<file path="config.mk">
export PLATFORM = sky130hd
export DESIGN_NAME = wb_lsu_master
export DESIGN_NICKNAME = d
export VERILOG_FILES = /design/src/rtl/wb_lsu_pkg.sv /design/src/rtl/wb_lsu_lane.sv /design/src/rtl/wb_lsu_master.sv
export SDC_FILE = /design/constraint.sdc
export NUM_CORES = 1
export LEC_CHECK = 0
export ABC_AREA = 0
export CORE_ASPECT_RATIO = 0.5
export CORE_UTILIZATION = 40
export DETAILED_ROUTE_END_ITERATION = 16
export GPL_ROUTABILITY_DRIVEN = 1
export PLACE_DENSITY = 0.77
export SLEW_MARGIN = 20
export SYNTH_ARGS = -nofsm -noshare
export SYNTH_HDL_FRONTEND = slang
export SYNTH_SLANG_ARGS = --single-unit
</file>
<file path="constraint.sdc">
create_clock -name clk -period 2 [get_ports clk]
set_input_delay 0.4 -clock clk [delete_from_list [all_inputs] [get_ports clk]]
set_output_delay 0.4 -clock clk [all_outputs]
set_load 0.03 [all_outputs]
</file>
<file path="src/rtl/wb_lsu_pkg.sv">
// wb_lsu_pkg
// Shared definitions for the Wishbone load/store master:
//   - size_e   : request size encodings (byte, half, word, reserved)
//   - state_e  : master FSM state encoding
//   - sel_mask : little-endian byte-lane select for a size/offset pair
//   - is_illegal : misaligned or reserved-size request detection
package wb_lsu_pkg;

    typedef enum logic [1:0] {
        SZ_BYTE = 2'd0,
        SZ_HALF = 2'd1,
        SZ_WORD = 2'd2,
        SZ_RSVD = 2'd3
    } size_e;

    typedef enum logic [1:0] {
        IDLE = 2'd0,
        BUS  = 2'd1,
        RESP = 2'd2
    } state_e;

    // Byte lanes touched by an access of the given size at byte offset addr_lo.
    // Illegal combinations never reach the bus, so their mask is don't-care.
    function automatic logic [3:0] sel_mask(input logic [1:0] size, input logic [1:0] addr_lo);
        case (size)
            SZ_BYTE: sel_mask = 4'b0001 << addr_lo;
            SZ_HALF: sel_mask = addr_lo[1] ? 4'b1100 : 4'b0011;
            SZ_WORD: sel_mask = 4'b1111;
            default: sel_mask = 4'b0000;
        endcase
    endfunction

    // Requests that are answered with an error without starting a bus cycle.
    function automatic logic is_illegal(input logic [1:0] size, input logic [1:0] addr_lo);
        case (size)
            SZ_BYTE: is_illegal = 1'b0;
            SZ_HALF: is_illegal = addr_lo[0];
            SZ_WORD: is_illegal = (addr_lo != 2'b00);
            default: is_illegal = 1'b1;
        endcase
    endfunction

endpackage

</file>
<file path="src/rtl/wb_lsu_lane.sv">
// wb_lsu_lane
// Combinational byte-lane steering for the load/store master.
//   size      in  2   access size (wb_lsu_pkg::size_e encoding)
//   addr_lo   in  2   byte offset within the 32-bit word
//   is_signed in  1   sign-extend sub-word loads
//   wdata     in  32  right-aligned store data
//   rdata     in  32  raw bus read data
//   sel       out 4   byte-lane select
//   wdata_rep out 32  store data replicated onto every candidate lane
//   rdata_ext out 32  load data shifted down and zero/sign-extended
module wb_lsu_lane
    import wb_lsu_pkg::*;
(
    input  logic [1:0]  size,
    input  logic [1:0]  addr_lo,
    input  logic        is_signed,
    input  logic [31:0] wdata,
    input  logic [31:0] rdata,
    output logic [3:0]  sel,
    output logic [31:0] wdata_rep,
    output logic [31:0] rdata_ext
);

    // Only the low halfword of the shifted read data is ever used; word
    // loads take the raw bus data directly.
    logic [15:0] shifted;

    always_comb begin
        sel       = sel_mask(size, addr_lo);
        shifted   = 16'(rdata >> {addr_lo, 3'b000});
        wdata_rep = wdata;
        rdata_ext = rdata;
        case (size)
            SZ_BYTE: begin
                wdata_rep = {4{wdata[7:0]}};
                rdata_ext = {{24{is_signed & shifted[7]}}, shifted[7:0]};
            end
            SZ_HALF: begin
                wdata_rep = {2{wdata[15:0]}};
                rdata_ext = {{16{is_signed & shifted[15]}}, shifted[15:0]};
            end
            default: begin
                wdata_rep = wdata;
                rdata_ext = rdata;
            end
        endcase
    end

endmodule

</file>
<file path="src/rtl/wb_lsu_master.sv">
// wb_lsu_master
// Wishbone classic master turning one CPU load/store request into one bus
// cycle, with lane steering, load extension, and error/misalign/timeout report.
//   clk, rst (sync, active-high)
//   req_valid/req_ready/req_we/req_addr/req_size/req_signed/req_wdata : request
//   rsp_valid/rsp_rdata/rsp_err : one-cycle completion pulse and result
//   wb_cyc_o/wb_stb_o/wb_we_o/wb_adr_o/wb_sel_o/wb_dat_o : bus master outputs
//   wb_dat_i/wb_ack_i/wb_err_i : bus slave response
// Parameters: addr_width (address width), timeout_cycles (0 = no timeout).
module wb_lsu_master
    import wb_lsu_pkg::*;
#(
    parameter int addr_width     = 32,
    parameter int timeout_cycles = 255
) (
    input  logic                  clk,
    input  logic                  rst,
    input  logic                  req_valid,
    output logic                  req_ready,
    input  logic                  req_we,
    input  logic [addr_width-1:0] req_addr,
    input  logic [1:0]            req_size,
    input  logic                  req_signed,
    input  logic [31:0]           req_wdata,
    output logic                  rsp_valid,
    output logic [31:0]           rsp_rdata,
    output logic                  rsp_err,
    output logic                  wb_cyc_o,
    output logic                  wb_stb_o,
    output logic                  wb_we_o,
    output logic [addr_width-1:0] wb_adr_o,
    output logic [3:0]            wb_sel_o,
    output logic [31:0]           wb_dat_o,
    input  logic [31:0]           wb_dat_i,
    input  logic                  wb_ack_i,
    input  logic                  wb_err_i
);

    localparam int CNT_W = (timeout_cycles > 1) ? $clog2(timeout_cycles) : 1;
    localparam logic [CNT_W-1:0] TMO_LAST = CNT_W'(timeout_cycles - 1);

    state_e           state;
    logic [1:0]       size_q;
    logic [1:0]       addr_lo_q;
    logic             signed_q;
    logic [CNT_W-1:0] tmo_cnt;
    logic             tmo_hit;

    logic [1:0]  lane_size;
    logic [1:0]  lane_addr_lo;
    logic [3:0]  lane_sel;
    logic [31:0] lane_wdata;
    logic [31:0] lane_rdata;

    assign req_ready = (state == IDLE);
    assign tmo_hit   = (timeout_cycles != 0) && (tmo_cnt == TMO_LAST);

    // One lane steerer serves both phases: in IDLE it sees the live request so
    // sel/data can be registered at acceptance; in BUS it sees the latched
    // size/offset so read data can be extracted at the ack edge.
    always_comb begin
        lane_size    = size_q;
        lane_addr_lo = addr_lo_q;
        if (state == IDLE) begin
            lane_size    = req_size;
            lane_addr_lo = req_addr[1:0];
        end
    end

    wb_lsu_lane u_lane (
        .size      (lane_size),
        .addr_lo   (lane_addr_lo),
        .is_signed (signed_q),
        .wdata     (req_wdata),
        .rdata     (wb_dat_i),
        .sel       (lane_sel),
        .wdata_rep (lane_wdata),
        .rdata_ext (lane_rdata)
    );

    // All bus and response outputs are registered here; reset mid-cycle drops
    // the access silently and the core is expected to reissue it.
    always_ff @(posedge clk) begin
        if (rst) begin
            state     <= IDLE;
            size_q    <= 2'b00;
            addr_lo_q <= 2'b00;
            signed_q  <= 1'b0;
            tmo_cnt   <= '0;
            rsp_valid <= 1'b0;
            rsp_err   <= 1'b0;
            rsp_rdata <= '0;
            wb_cyc_o  <= 1'b0;
            wb_stb_o  <= 1'b0;
            wb_we_o   <= 1'b0;
            wb_adr_o  <= '0;
            wb_sel_o  <= 4'b0000;
            wb_dat_o  <= '0;
        end else begin
            rsp_valid <= 1'b0;
            case (state)
                IDLE: begin
                    if (req_valid) begin
                        size_q    <= req_size;
                        addr_lo_q <= req_addr[1:0];
                        signed_q  <= req_signed;
                        if (is_illegal(req_size, req_addr[1:0])) begin
                            state     <= RESP;
                            rsp_valid <= 1'b1;
                            rsp_err   <= 1'b1;
                            rsp_rdata <= '0;
                        end else begin
                            state    <= BUS;
                            tmo_cnt  <= '0;
                            wb_cyc_o <= 1'b1;
                            wb_stb_o <= 1'b1;
                            wb_we_o  <= req_we;
                            wb_adr_o <= {req_addr[addr_width-1:2], 2'b00};
                            wb_sel_o <= lane_sel;
                            wb_dat_o <= lane_wdata;
                        end
                    end
                end
                BUS: begin
                    if (wb_err_i || wb_ack_i || tmo_hit) begin
                        // err beats a simultaneous ack; a timeout has neither.
                        state     <= RESP;
                        rsp_valid <= 1'b1;
                        rsp_err   <= wb_err_i || !wb_ack_i;
                        rsp_rdata <= (wb_ack_i && !wb_err_i && !wb_we_o) ? lane_rdata : '0;
                        wb_cyc_o  <= 1'b0;
                        wb_stb_o  <= 1'b0;
                        wb_we_o   <= 1'b0;
                        wb_adr_o  <= '0;
                        wb_sel_o  <= 4'b0000;
                        wb_dat_o  <= '0;
                    end else begin
                        tmo_cnt <= tmo_cnt + 1'b1;
                    end
                end
                RESP: begin
                    state     <= IDLE;
                    rsp_err   <= 1'b0;
                    rsp_rdata <= '0;
                end
                default: begin
                    state <= IDLE;
                end
            endcase
        end
    end

endmodule

</file>
==> impl_metrics.ini, run 1 <==
[status]
outcome = complete, no violations

[worst_setup_path]
worstPathMaxFanout = 8
crit_arrival_ns = 2.32
reg2reg_depth = 5
worst_setup_path_end_kind = flop
critPathKind = flop to flop
critical_path.max_stage_delay_ns = 0.55
worst-path-buf-inv = 0
crit_family = compound AO/OA/AOI/OAI gates
setup.reg_to_reg.worst_slack_ns = 0.004
cp_slowest_cell = or4b_4
worstSetupStartpointType = flop
worstPathCellList = or4b_4, o21ai_2, mux4_2, o221a_4, o31ai_1
worst_r2r_endpoint = rsp_rdata[31]$_SDFFE_PP0P_
worstPathRequired_ns = 2.33
timing.rr.start = state[0]$_SDFFE_PP0P_

[grt]
via_count_of_the_first_global_routing_pass = 5508
wire_length_of_the_first_global_routing_pass_mm = 28.75
grt_antenna_before_repair = 0
grt_start_max_net_pins = 36
overall_fraction_of_global_route_tracks_in_use = 0.2559
overflow = 0

[synth]
netlist_instances = 595
yosys-top-cells-area = dfxtp_1, a22o_1, mux2i_1, nand2_1, o21ai_0
synth_area_um2 = 5493
syn-mean-instance-area_um2 = 9.232
synth_top_cell_by_area = dfxtp_1
dominantRegCellSynth = dfxtp_1
post_synth_edffs = 0
synth_top_cell_area_share = 0.4264
ys_ff_latch = 117
most_frequent_cells_after_synthesis = dfxtp_1, nand2_1, o21ai_0
synth.yosys.seq_area_share = 0.4264
ys_async_sr_fraction = 0
synth.lib_cells_used.distinct = 60
synth.most_common_cell = dfxtp_1
synth_warnings = 0

[power_and_ir_drop]
total_power_mw = 7.104
ir_drop_uv = 480.5
p_leak_nw = 3.562
power-per-cell-area_nw_per_um2 = 795.1

[sta]
timing.final.setup_violations = 0
slew_violations = 0
period_share = 0.9979
achievable-frequency_ghz = 0.5010
timing.final.crit_period_ns = 1.996
final_count_of_hold_timing_violations = 0
relSlewSlack = 0.6400
final.setup_skew_ns = 0.009576
worst-slew-pin-transition_ns = 0.5363
finalWorstSetupSlack_ns = 0.004106
rsz0062_at_grt = yes

[placed_design]
dpl-instance-area_um2 = 8234
place_hpwl_mm = 12.63
place_congestion = 0.9172
io_buffers = 208
dp_slack_ns = -0.5609

[route]
count_of_nets_left_with_antenna_violations_after_detail_routing = 0
maxUsedRoutingLayer = met4
met2_wirelength_mm = 8.824
viasPerCell = 5.567
dr_total_vias = 5712
detail_route.first_pass.iterations = 5
drt-wirelength-per-cell_um = 17.69
met3_length_mm = 1.316
drt_wl_total_mm = 18.15
drtIter0Drc = 352
drcViolationCount = 0
routedLengthMet1_mm = 7.698

[hold_path]
worst_hold_path.num_cells = 2
worst_hold_path_type = flop to flop
min-delay-start = rsp_rdata[5]$_SDFFE_PP0P_
whs_endpoint = rsp_rdata[5]$_SDFFE_PP0P_

[flow_run]
max_cap_check_violation_count = 0

[cts]
clock_tree_from_tritoncts = yes
clkTransAtPathRegs_ns = 0.06
clock_insertion_delay_worst_skew_ns = 0.42
h-tree-depth = 4
clock_sinks = 117
tritoncts.num_buffers = 17
root_buffer_cell = clkbuf_16
cts.path.max_buffers = 2

[layout]
post_route_cells_drive_above_1_share = 0.1776
multi_input_area_um2 = 2969
final_cell_area_um2 = 8935
area_added_between_synthesis_and_finish_pct = 62.67
final_net_count = 950
antenna_cells = 0
area_taken_by_flip_flops_and_latches_um2 = 2344
num-fill-cells = 972

[floorplan]
placeableCoreArea_um2 = 13030
ios = 211
floorplan.die_area_um2 = 14230
initial_utilization = 0.4217
placementRows = 29
die_height_um = 84.86
die_width_um = 167.7
-- timing repair --
action / in CTS / in global routing
setup endpoints to repair: 31 / 55
hold buffers: 0 / 0
cloned: 1 / 0
buffers inserted: 0 / 3
resized for setup: 8 / 20
endpoints found under the hold margin: 0 / 0
pin swaps: 9 / 5
-- kinds of logic (layout without fill, tap and decap cells) --
| group | count (synthesis) | in the layout | synth area share |
|---|---|---|---|
| adder cells (fa/ha/maj) | 2 | 2 | 0.004555 |
| multiplexers | 32 | 32 | 0.06082 |
| AO/OA/AOI/OAI | 207 | 208 | 0.2866 |
| buffers and inverters | 60 | 319 | 0.05672 |
| XOR/XNOR | 6 | 6 | 0.009567 |
| other | 1 | 2 | 0.0006827 |
| flip-flops | 117 | 117 | 0.4264 |
| AND/OR/NAND/NOR | 170 | 170 | 0.1547 |
-- how the worst max path moves through the flow --
stage,endpoint,cells past startpoint,start,slack [ns]
floorplan,rsp_rdata[16]$_SDFFE_PP0P_,6,state[1]$_SDFFE_PP0P_,-0.06
CTS,wb_dat_o[27]$_SDFFE_PP0P_,7,state[0]$_SDFFE_PP0P_,-0.02
detailed placement,rsp_rdata[22]$_SDFFE_PP0P_,6,req_size[1],-0.56
global route,rsp_rdata[30]$_SDFFE_PP0P_,6,state[0]$_SDFFE_PP0P_,-0.03
global placement,rsp_rdata[31]$_SDFFE_PP0P_,6,req_size[1],-0.50
finish,rsp_rdata[31]$_SDFFE_PP0P_,5,state[0]$_SDFFE_PP0P_,0.004
-- metrics by stage --
stage / util / hold WS, ns / TNS [ns] / instances
finish: 0.6859 / 0.4486 / 0 / 1026
CTS: 0.6776 / 0.4455 / -0.03757 / 1023
detailed placement: 0.6321 / 0.4379 / -37.56 / 990
global route: 0.6859 / 0.4712 / -0.09192 / 1026
floorplan: - / 0.4712 / -0.9573 / 596
global placement: 0.6321 / 0.4352 / -35.03 / 990
-- flip-flops by register name, indices dropped and copies added, names as in the netlist, 2 cells and up --
register   cells
size_q         2
rsp_rdata     32
wb_sel_o       4
wb_dat_o      32
state          2
tmo_cnt        8
wb_adr_o      30
addr_lo_q      2
-- worst min-delay path, stage by stage (launching register included) --
cell and delay (ns):
dfxtp_1 0.31, nand2_1 0.05, nand2_1 0.04
-- power breakdown --
part,internal (mW),switching [mW]
clock,1.74,1.24
sequential,2.43,0.0668
combinational,0.772,0.849
total,4.95,2.16
-- area by class of cell --
| class | count | area share |
|---|---|---|
| Timing Repair Buffer | 275 | 0.3128 |
| Clock inverter | 15 | 0.01610 |
| Tap cell | 170 | 0.02381 |
| Clock buffer | 17 | 0.04761 |
| Multi-Input combinational cell | 420 | 0.3323 |
| Inverter | 12 | 0.005041 |
| Sequential cell | 117 | 0.2623 |
-- layer usage --
layer,GRT usage,vias up
li1,-,2698
met1,0.3130,2724
met2,0.4364,255
met3,0.06996,35
met4,0.09091,0
met5,0,-
-- layout by cell type (no fill, tap or decap), types with 8 or more instances in the layout --
cell / count
nor4_1: 8
o31ai_2: 13
buf_4: 47
dfxtp_1: 116
o211ai_1: 9
a22o_1: 49
clkdlybuf4s50_1: 203
buf_12: 16
o211a_1: 8
mux2i_1: 27
inv_1: 12
and2_1: 8
nand3_1: 26
clkbuf_16: 17
a21oi_1: 20
nor2_1: 30
nand2_1: 70
o21ai_0: 51
No activity file was read; power rests on OpenSTA's default activity.
==> run 2: changes to the inputs <==
--- a/config.mk
+++ b/config.mk
@@ -5,7 +5,6 @@
 export SDC_FILE = /design/constraint.sdc
 export NUM_CORES = 1
 export LEC_CHECK = 0
-export ABC_AREA = 0
 export CORE_ASPECT_RATIO = 0.5
 export CORE_UTILIZATION = 40
 export DETAILED_ROUTE_END_ITERATION = 16
==> results of run 2 <==
Same layout as run 1: the final DEF is identical, and so are final timing and power.
